### config.mk
export PLATFORM = sky130hd
export DESIGN_NAME = epb_frame_rx
export DESIGN_NICKNAME = d
export VERILOG_FILES = /design/src/rtl/epb_frame_rx.sv
export SDC_FILE = /design/constraint.sdc
export NUM_CORES = 1
export LEC_CHECK = 0
export CORE_MARGIN = 2
export CORE_UTILIZATION = 55
export DETAILED_ROUTE_END_ITERATION = 7
export PLACE_DENSITY_LB_ADDON = 0.08
export SETUP_SLACK_MARGIN = 0.2
export SYNTH_ARGS = -nofsm -noshare
export SYNTH_HDL_FRONTEND = slang
export SYNTH_SLANG_ARGS = --single-unit
### constraint.sdc
create_clock -name clk -period 2.4 [get_ports clk]
set_clock_uncertainty 0.15 [all_clocks]
set_input_delay 0.48 -clock clk [delete_from_list [all_inputs] [get_ports clk]]
set_output_delay 0.48 -clock clk [all_outputs]
set_load 0.01 [all_outputs]
### src/rtl/epb_frame_rx.sv
// Serial receiver for one start/4-data/even-parity/stop frame feeding the even-parity checker.
// Holds the last good nibble and its parity bit on a..d/epb and pulses frame_valid/frame_err.
module epb_frame_rx #(
    parameter int BIT_CYCLES = 16
) (
    input  logic clk,
    input  logic rst,
    input  logic rxd,
    output logic a,
    output logic b,
    output logic c,
    output logic d,
    output logic epb,
    output logic frame_valid,
    output logic frame_err,
    output logic busy
);

    localparam int CW = $clog2(BIT_CYCLES);
    localparam logic [CW-1:0] CNT_LAST = CW'(BIT_CYCLES - 1);
    localparam logic [CW-1:0] CNT_HALF = CW'(BIT_CYCLES / 2 - 1);
    localparam logic [CW-1:0] CNT_ONE  = CW'(1);

    typedef enum logic [2:0] {
        ST_IDLE   = 3'd0,
        ST_START  = 3'd1,
        ST_DATA   = 3'd2,
        ST_PARITY = 3'd3,
        ST_STOP   = 3'd4
    } state_t;

    state_t        state_r;
    logic          rxd_meta_r;
    logic          rxd_sync_r;
    logic          rxd_s;
    logic [CW-1:0] cnt_r;
    logic [1:0]    bitn_r;
    logic [3:0]    shift_r;
    logic          par_r;
    logic [3:0]    nib_r;
    logic          epb_r;
    logic          frame_valid_r;
    logic          frame_err_r;
    logic          busy_r;

    // Two-flop synchronizer; idles high so reset never looks like a start edge
    always_ff @(posedge clk) begin
        if (rst) begin
            rxd_meta_r <= 1'b1;
            rxd_sync_r <= 1'b1;
        end else begin
            rxd_meta_r <= rxd;
            rxd_sync_r <= rxd_meta_r;
        end
    end

    assign rxd_s = rxd_sync_r;

    // Frame FSM: bit timing, data/parity capture, stop check and registered outputs
    always_ff @(posedge clk) begin
        if (rst) begin
            state_r       <= ST_IDLE;
            cnt_r         <= '0;
            bitn_r        <= 2'd0;
            shift_r       <= 4'd0;
            par_r         <= 1'b0;
            nib_r         <= 4'd0;
            epb_r         <= 1'b0;
            frame_valid_r <= 1'b0;
            frame_err_r   <= 1'b0;
            busy_r        <= 1'b0;
        end else begin
            frame_valid_r <= 1'b0;
            frame_err_r   <= 1'b0;
            case (state_r)
                ST_IDLE: begin
                    if (rxd_s == 1'b0) begin
                        state_r <= ST_START;
                        cnt_r   <= '0;
                        busy_r  <= 1'b1;
                    end else begin
                        busy_r  <= 1'b0;
                    end
                end
                ST_START: begin
                    // Half a bit in: a line that is high again was only a glitch
                    if (cnt_r == CNT_HALF) begin
                        cnt_r <= '0;
                        if (rxd_s == 1'b1) begin
                            state_r <= ST_IDLE;
                            busy_r  <= 1'b0;
                        end else begin
                            state_r <= ST_DATA;
                            bitn_r  <= 2'd0;
                        end
                    end else begin
                        cnt_r <= cnt_r + CNT_ONE;
                    end
                end
                ST_DATA: begin
                    if (cnt_r == CNT_LAST) begin
                        shift_r[bitn_r] <= rxd_s;
                        cnt_r           <= '0;
                        if (bitn_r == 2'd3) begin
                            state_r <= ST_PARITY;
                        end else begin
                            bitn_r  <= bitn_r + 2'd1;
                        end
                    end else begin
                        cnt_r <= cnt_r + CNT_ONE;
                    end
                end
                ST_PARITY: begin
                    if (cnt_r == CNT_LAST) begin
                        par_r   <= rxd_s;
                        cnt_r   <= '0;
                        state_r <= ST_STOP;
                    end else begin
                        cnt_r <= cnt_r + CNT_ONE;
                    end
                end
                ST_STOP: begin
                    // Parity is passed through untouched; only the stop bit is judged here
                    if (cnt_r == CNT_LAST) begin
                        cnt_r   <= '0;
                        state_r <= ST_IDLE;
                        busy_r  <= 1'b0;
                        if (rxd_s == 1'b1) begin
                            nib_r         <= shift_r;
                            epb_r         <= par_r;
                            frame_valid_r <= 1'b1;
                        end else begin
                            frame_err_r   <= 1'b1;
                        end
                    end else begin
                        cnt_r <= cnt_r + CNT_ONE;
                    end
                end
                default: begin
                    state_r <= ST_IDLE;
                    cnt_r   <= '0;
                    busy_r  <= 1'b0;
                end
            endcase
        end
    end

    assign a           = nib_r[0];
    assign b           = nib_r[1];
    assign c           = nib_r[2];
    assign d           = nib_r[3];
    assign epb         = epb_r;
    assign frame_valid = frame_valid_r;
    assign frame_err   = frame_err_r;
    assign busy        = busy_r;

endmodule

Word-level counts from Yosys, hierarchy flattened
Index checks and enable logic that the tools add are counted.
{ "classes": {"order_cmp": 2, "mux": 26, "bitwise_logic": 3, "eq_ne": 16, "add_sub_neg": 2, "reduce_logical": 12} }
{ "op_table": {"columns": ["cell", "n"], "rows": [
  ["3-bit 2-to-1 mux", 6],
  ["2-bit inequality test (second input constant)", 9],
  ["3-bit case mux with 5 select lines", 1],
  ["4-bit 2-to-1 mux", 3],
  ["4-bit case mux with 3 select lines", 1],
  ["2-bit 2-to-1 mux", 5],
  ["3-bit by 2-bit equality test with 1-bit output (second input constant)", 2],
  ["1-bit 2-to-1 mux", 6],
  ["6-bit AND reduction", 1],
  ["3-bit OR reduction", 2],
  ["5-bit AND reduction", 1],
  ["4-bit by 1-bit adder with 4-bit output (second input constant)", 1],
  ["4-bit bitwise mux", 1],
  ["4-bit by 3-bit equality test with 1-bit output (second input constant)", 1],
  ["4-bit equality test (second input constant)", 1],
  ["1-bit case mux with 4 select lines", 1],
  ["2-bit case mux with 2 select lines", 1],
  ["2-bit AND reduction", 2],
  ["4-bit AND reduction", 1],
  ["3-bit by 1-bit equality test with 1-bit output (second input constant)", 1],
  ["3-bit equality test (second input constant)", 1],
  ["3-bit zero test", 1],
  ["2-bit by 3-bit < comparator with 1-bit output (second input constant)", 1],
  ["1-bit inverter", 3],
  ["other kinds (8)", 8]
]} }
{ "totals": {"elab_cells": 73, "register_bits": 24, "out_inout_bits": 8} }

Logic depth before layout (Yosys ltp)
Gate-level depths: netlist of the first run.
{ "logic_depth": {"ltp_word": 5, "depth_mapped": 6, "mapped_depth_nobuf": 5} }

Worst setup path after synthesis of the first run
Ideal clock, no wire load.
{ "synth_path": {"path_type": "register to register", "from": "register cnt_r[0]", "to": "register bitn_r[0]", "stages_incl_launch_ff": 7, "arrival_time_ns": 1.527, "setup_slack_ns": 0.593, "n_path_buf": 1, "path_cell_list": "dfxtp_1 > ha_1 > buf_2 > nand3b_4 > or4_2 > a21oi_1 > o31ai_1"} }
{ "synth_via": {"elab_chain_len": 3, "elab_cells_between_ends": 5, "cone_classes": "eq/ne: 4; reduce/logical: 1"} }
{ "synth_lines": {"columns": ["item", "line", "text"], "rows": [
  ["start, declared", "36", "logic [CW-1:0] cnt_r;"],
  ["start signal, assigned", "97", "cnt_r <= cnt_r + CNT_ONE;"],
  ["start signal, assigned", "110", "cnt_r <= cnt_r + CNT_ONE;"],
  ["start signal, assigned", "119", "cnt_r <= cnt_r + CNT_ONE;"],
  ["4-bit equality test or 4-bit by 3-bit equality test with 1-bit output (tied branches)", "101, 87", null],
  ["2-bit inequality test (no line)", null, null],
  ["5-bit AND reduction (no line) *", null, null],
  ["end signal, assigned", "107", "bitn_r <= bitn_r + 2'd1;"],
  ["end, declared", "37", "logic [1:0] bitn_r;"]
]} }
Mark *: on every way between the ends. The rest lies on a longest branch, timed or not.
A chain may end at the register's enable or synchronous reset.

Worst setup path in the final report of the first run
{ "layout_path": {"from": "register cnt_r[0]", "to": "register bitn_r[1]"} }
The elaborated chain is that of the path after synthesis.

==> flow_summary_export.csv, run 1 <==
group,metric,value,unit
grt,grt_first_pass_wirelength,3760,um
power,peakVddDrop,0.000498,V
synthesis,synth_ff_type,"dfxtp_1",
routing,drtIter0Drc,17,
placed_design,portBuffers,10,
clock_tree,cts_setup_buffers,0,
timing,finalSetupViolations,0,
placed_design,place_congestion,0.808,
die,die_h,49.9,um
setup_path,crit_arrival,2.11,ns
setup_path,critical-path-slowest-cell,"or4_2",
layout,drive_above_1_share,12.7,%
routing,vias_per_cell,5.76,
synthesis,yosysMostFrequentCell,"dfxtp_1",
clock_tree,clk_latency,0.31,ns
layout,seqCellArea,480,um^2
synthesis,syn-instance-count,128,
power,report.power.total,0.718,mW
power,power.leakage,0.575,nW
routing,num_vias,928,
synthesis,netlist_area,1160,um^2
setup_path,max_stage_delay,0.56,ns
placed_design,hpwlAfterDp,1470,um
synthesis,yosysSeqAreaShare,41.5,%
grt,grt_pass1_vias,809,
synthesis,synth_edf_count,0,
timing,max_clock_freq,0.486,GHz
setup_path,crit_path_start_kind,"flip-flop",
clock_tree,clk_pin_slew,0.12,ns
power,p_per_area,549,nW/um^2
grt,grt_max_degree,20,
clock_tree,cts_tree,"yes",
grt,grt-ovfl-total,0,
clock_tree,cts_buffer_depth,2,
timing,rsz0062_at_grt,"no",
timing,finalCritPeriodShare,85.7,%
routing,routed_wl,2120,um
clock_tree,numCtsBuffers,3,
setup_path,worstPathRequired,2.45,ns
synthesis,syn_area_per_cell,9.05,um^2
worst_hold_path,min_path_type,"reg -> reg",
die,coreArea,1980,um^2
timing,worstMarginPinSlew,0.601,ns
synthesis,yosysUniqueCellTypes,38,
die,ioPinCount,11,
clock_tree,cts_hold_buf,0,
routing,drc,0,
setup_path,path_max_fanout,8,
setup_path,path_cells,"ha_1, nand3b_4, or4_2, a21oi_1, o31ai_1",
die,start_util,58.5,%
routing,drt-pass1-iter-count,4,
synthesis,synthTopCellsByArea,"dfxtp_1 41%, mux2i_1 7.8%, nand3_1 5.6%",
clock_tree,ctsHtreeMaxLevel,1,
setup_path,crit_type,"reg -> reg",
setup_path,crit_buf_inv,0,
die,die_w,49.9,um
clock_tree,clock_tree.root_cell,"clkbuf_4",
synthesis,yosys.area.top_type,"dfxtp_1",
die,num_rows,16,
timing,timing.setup.tns,0,ns
layout,multi_input_area,612,um^2
layout,fin_nets,143,
synthesis,ys_ff_latch,24,
timing,slew_headroom,59.9,%
setup_path,ff2ff_setup_slack,0.34,ns
routing,avgRoutedWirePerCell,13.2,um
synthesis,synth_common_cells,"24 x dfxtp_1, 16 x nor2_1, 13 x nand3_1, 9 x mux2i_1, 6 x clkbuf_1",
job,maxCapViolations,0,
timing,hold_violations,0,
synthesis,synth_nets,136,
routing,drtAntennaViolNets,0,
layout,nFillCells,187,
synthesis,async_reset_ff_share,0,%
timing,holdWs,0.274,ns
synthesis,synth_top_area_share,41.5,%
layout,area_growth,13.0,%
timing,finalCriticalPeriod,2.06,ns
synthesis,yosys_warnings,0,
setup_path,end_kind,"flip-flop",
clock_tree,clock_sinks,24,
die,dieArea,2490,um^2
timing,finalMaxSlewViolations,0,
clock_tree,post_cts_resized,0,
layout,antennaDiodeCount,0,
grt,grt.total_usage,19.7,%
outcome,status,"completed",
setup_path,crit_family,"simple AND/OR/NAND/NOR gates",
grt,antenna_found_initial,0,
[placed cells by master, fill, tap and decap left out, types with 2 or more instances in the layout]
cell type,synthesis,layout
o21ai_0,2,2
clkbuf_4,0,3
o31ai_1,2,2
nand2_1,3,3
a21oi_1,5,5
a31o_2,2,2
a211oi_1,2,2
nand3_1,13,13
nor2b_1,2,2
nand4_1,3,3
clkdlybuf4s50_1,0,10
or3_1,2,2
nor2_1,16,16
or2_2,2,2
a22oi_1,2,2
mux2i_1,9,9
dfxtp_1,24,24
inv_1,4,4
buf_4,1,2
ha_1,5,5
nor3_1,4,4
[cell type report]
| class | count | share of cell area (%) |
|---|---|---|
| sequential | 24 | 36.7 |
| clock buffer | 3 | 1.72 |
| multi-input combinational | 90 | 46.7 |
| inverter | 4 | 1.15 |
| clock inverter | 1 | 2.29 |
| timing repair buffer | 12 | 8.80 |
| tap | 27 | 2.58 |
[worst reg2reg max path, delay by kind of cell (launching register included)]
| kind | cells | cell delay (ns) |
|---|---|---|
| and+or+nand+nor | 2 | 0.67 |
| adders and majority gates | 1 | 0.38 |
| DFF | 1 | 0.39 |
| AOI/OAI and AO/OA | 2 | 0.35 |
[through the flow]
step           instance area, um^2  setup WS [ns]  utilization (%)  instances
2_1_floorplan                 1160          0.593                -        128
3_3_place_gp                  1260          0.482             63.4        157
5_1_grt                       1310          0.229             66.0        161
3_5_place_dp                  1260          0.411             63.4        157
4_1_cts                       1310          0.327             66.0        161
6_report                      1310          0.343             66.0        161
[routing by layer]
| layer | part of all wire, % | GRT usage, % | up-vias |
|---|---|---|---|
| met1 | 49 | 25.6 | 440 |
| li1 | - | - | 473 |
| met4 | 0.52 | 4.17 | 0 |
| met5 | 0 | 0 | - |
| met3 | 3.2 | 6.36 | 2 |
| met2 | 47 | 31.8 | 13 |
[cells by family (layout without fill, tap and decap cells)]
kind of cell    count (synthesis)  count (layout)  synth area share (%)
compound gates                 21              21                  12.9
buf+inv                        14              20                  5.72
xor+xnor                        2               2                  1.51
flops                          24              24                  41.5
mux                            10              10                  8.75
fa+ha+maj                       5               5                  5.40
simple gates                   52              52                  24.3
[final timing paths]
kind | startpoint | to | cells after the start
max | cnt_r[0] | bitn_r[1] | 5
min | rxd_meta_r | rxd_s | 1
max reg2reg | cnt_r[0] | bitn_r[1] | 5
min reg2reg | rxd_meta_r | rxd_s | 1
[sequential cells by signal, indices dropped and copies added, names as in the netlist]
name / cells
cnt_r: 4
frame_valid: 1
nib_r: 4
rxd_meta_r: 1
bitn_r: 2
epb: 1
frame_err: 1
shift_r: 4
state_r: 3
busy: 1
rxd_s: 1
par_r: 1
[report_power, final]
| part | switching, mW | internal (mW) |
|---|---|---|
| clock network | 0.117 | 0.169 |
| registers | 0.00495 | 0.401 |
| logic | 0.0137 | 0.0119 |
Note: power is estimated with default switching activity, not from simulation.
==> inputs of run 2 (changes only) <==
==> constraint.sdc (replaced) <==
create_clock -name clk -period 2.4 [get_ports clk]
set_clock_uncertainty 0.15 [all_clocks]
set_input_delay 0.24 -clock clk [delete_from_list [all_inputs] [get_ports clk]]
set_output_delay 0.24 -clock clk [all_outputs]
set_load 0.01 [all_outputs]
==> run 2 against run 1 <==
Global-route usage is 0.71 points lower. Final cell count is 0.62% lower. Clock power is 3% higher. Cell area is 0.57% lower. Critical path type unchanged. Critical endpoint unchanged. Highest routed layer unchanged.
==> flow_summary_export.csv, run 2 (synthesis results as in run 1) <==
group,metric,value,unit
routing,routed_wl,2090,um
grt,grt_max_degree,20,
power,power.leakage,0.570,nW
clock_tree,cts_tree,"yes",
setup_path,end_kind,"flip-flop",
setup_path,crit_path_start_kind,"flip-flop",
timing,timing.setup.tns,0,ns
timing,finalMaxSlewViolations,0,
routing,drtAntennaViolNets,0,
clock_tree,ctsHtreeMaxLevel,1,
setup_path,regToRegStartpoint,"cnt_r[0]",
grt,grt_pass1_vias,813,
setup_path,startpoint,"cnt_r[0]",
setup_path,timing.rr.end,"bitn_r[1]",
clock_tree,clock_sinks,24,
power,peakVddDrop,0.000366,V
die,coreArea,1980,um^2
power,power.switching,0.145,mW
timing,slew_headroom,59.7,%
timing,worstMarginPinSlew,0.604,ns
setup_path,critical-path-slowest-cell,"or4_2",
setup_path,crit_family,"simple AND/OR/NAND/NOR gates",
clock_tree,numCtsBuffers,3,
outcome,status,"completed",
routing,vias_per_cell,5.84,
clock_tree,cts_hold_buf,0,
worst_hold_path,min_to,"rxd_s",
die,num_rows,16,
setup_path,reg2reg_depth,5,
timing,finalCritPeriodShare,83.8,%
worst_hold_path,hold_depth,1,
timing,finalCriticalPeriod,2.01,ns
grt,grt-ovfl-total,0,
die,die_w,49.9,um
timing,finalSetupViolations,0,
worst_hold_path,min-delay-start,"rxd_meta_r",
die,ioPinCount,11,
placed_design,portBuffers,10,
power,p_per_area,558,nW/um^2
layout,area_growth,12.3,%
setup_path,worstPathRequired,2.45,ns
clock_tree,cts_buffer_depth,2,
worst_hold_path,min_path_type,"reg -> reg",
timing,max_clock_freq,0.497,GHz
setup_path,crit_arrival,2.06,ns
layout,seqCellArea,480,um^2
die,dieArea,2490,um^2
power,p_clk_share,40.7,%
placed_design,placed_cells,156,
grt,antenna_found_initial,0,
setup_path,path_cells,"ha_1, nand3b_4, or4_2, a21oi_1, o31ai_1",
setup_path,path_max_fanout,8,
clock_tree,clk_latency,0.32,ns
die,die_h,49.9,um
layout,nFillCells,156,
layout,largest_registers,"cnt_r (4), nib_r (4), shift_r (4)",
routing,drtIter0Drc,27,
job,maxCapViolations,0,
clock_tree,clock_tree.root_cell,"clkbuf_4",
routing,drt-pass1-iter-count,4,
clock_tree,post_cts_resized,0,
layout,multi_input_area,612,um^2
placed_design,place_congestion,0.771,
layout,fin_nets,142,
power,power_switching_share,19.9,%
setup_path,max_stage_delay,0.57,ns
layout,antennaDiodeCount,0,
layout,final_cell_mix,"24 x dfxtp_1, 16 x nor2_1, 13 x nand3_1",
placed_design,hpwlAfterDp,1500,um
layout,fin_cells,160,
routing,avgRoutedWirePerCell,13.1,um
setup_path,ff2ff_setup_slack,0.39,ns
layout,final_common_cell,"dfxtp_1",
clock_tree,cts_setup_buffers,0,
power,combPwrFrac,3.3,%
setup_path,crit_type,"reg -> reg",
setup_path,crit_buf_inv,0,
die,start_util,58.5,%
timing,rsz0062_at_grt,"no",
layout,drive_above_1_share,12.0,%
timing,hold_violations,0,
routing,num_vias,935,
grt,grt.total_usage,19.0,%
power,seqPwrFrac,56.0,%
grt,grt_first_pass_wirelength,3660,um
routing,drc,0,
power,power.internal,0.581,mW
clock_tree,clk_pin_slew,0.13,ns
run 2: cell count changes in the layout (fill, tap and decap cells not counted), sizes merged:
cell and delta:
buf -1
run 2: worst max path at each step:
stage / end / depth (start not counted)
after floorplan: bitn_r[0] / 6
after global placement: bitn_r[0] / 5
after detailed placement: bitn_r[1] / 5
after CTS: bitn_r[1] / 5
after global routing: nib_r[2] / 5
final: bitn_r[1] / 5
run 2: layout make-up:
cell class	instances	area share, %
Tap cell	27	2.60
Multi-Input combinational cell	90	47.0
Clock inverter	1	2.31
Sequential cell	24	36.9
Timing Repair Buffer	11	8.27
Inverter	4	1.15
Clock buffer	3	1.73
run 2: metrics by stage:
step / cell area, um^2 / setup WS [ns] / power, mW / util (%) / hold slack (ns)
floorplan: 1160 / 0.593 / 0.430 / - / 0.162
global placement: 1250 / 0.491 / 0.438 / 63.0 / 0.243
detailed placement: 1250 / 0.398 / 0.439 / 63.0 / 0.247
CTS: 1300 / 0.381 / 0.733 / 65.7 / 0.280
global route: 1300 / 0.300 / 0.751 / 65.7 / 0.285
finish: 1300 / 0.390 / 0.726 / 65.7 / 0.277
run 2: per-layer routing:
metal / global-route usage (%) / part of all wire (%) / up-vias
li1: - / - / 467
met1: 27.1 / 48 / 442
met2: 28.2 / 46 / 24
met3: 3.64 / 3.9 / 2
met4: 6.94 / 1.2 / 0
met5: 0 / 0 / -
run 2: power groups by stage:
stage               Clock, mW  Combinational, mW  Sequential [mW]
global route            0.317             0.0275            0.407
floorplan                   0             0.0184            0.412
global placement            0             0.0236            0.415
CTS                     0.303             0.0244            0.406
detailed placement          0             0.0244            0.415
finish                  0.295             0.0242            0.406
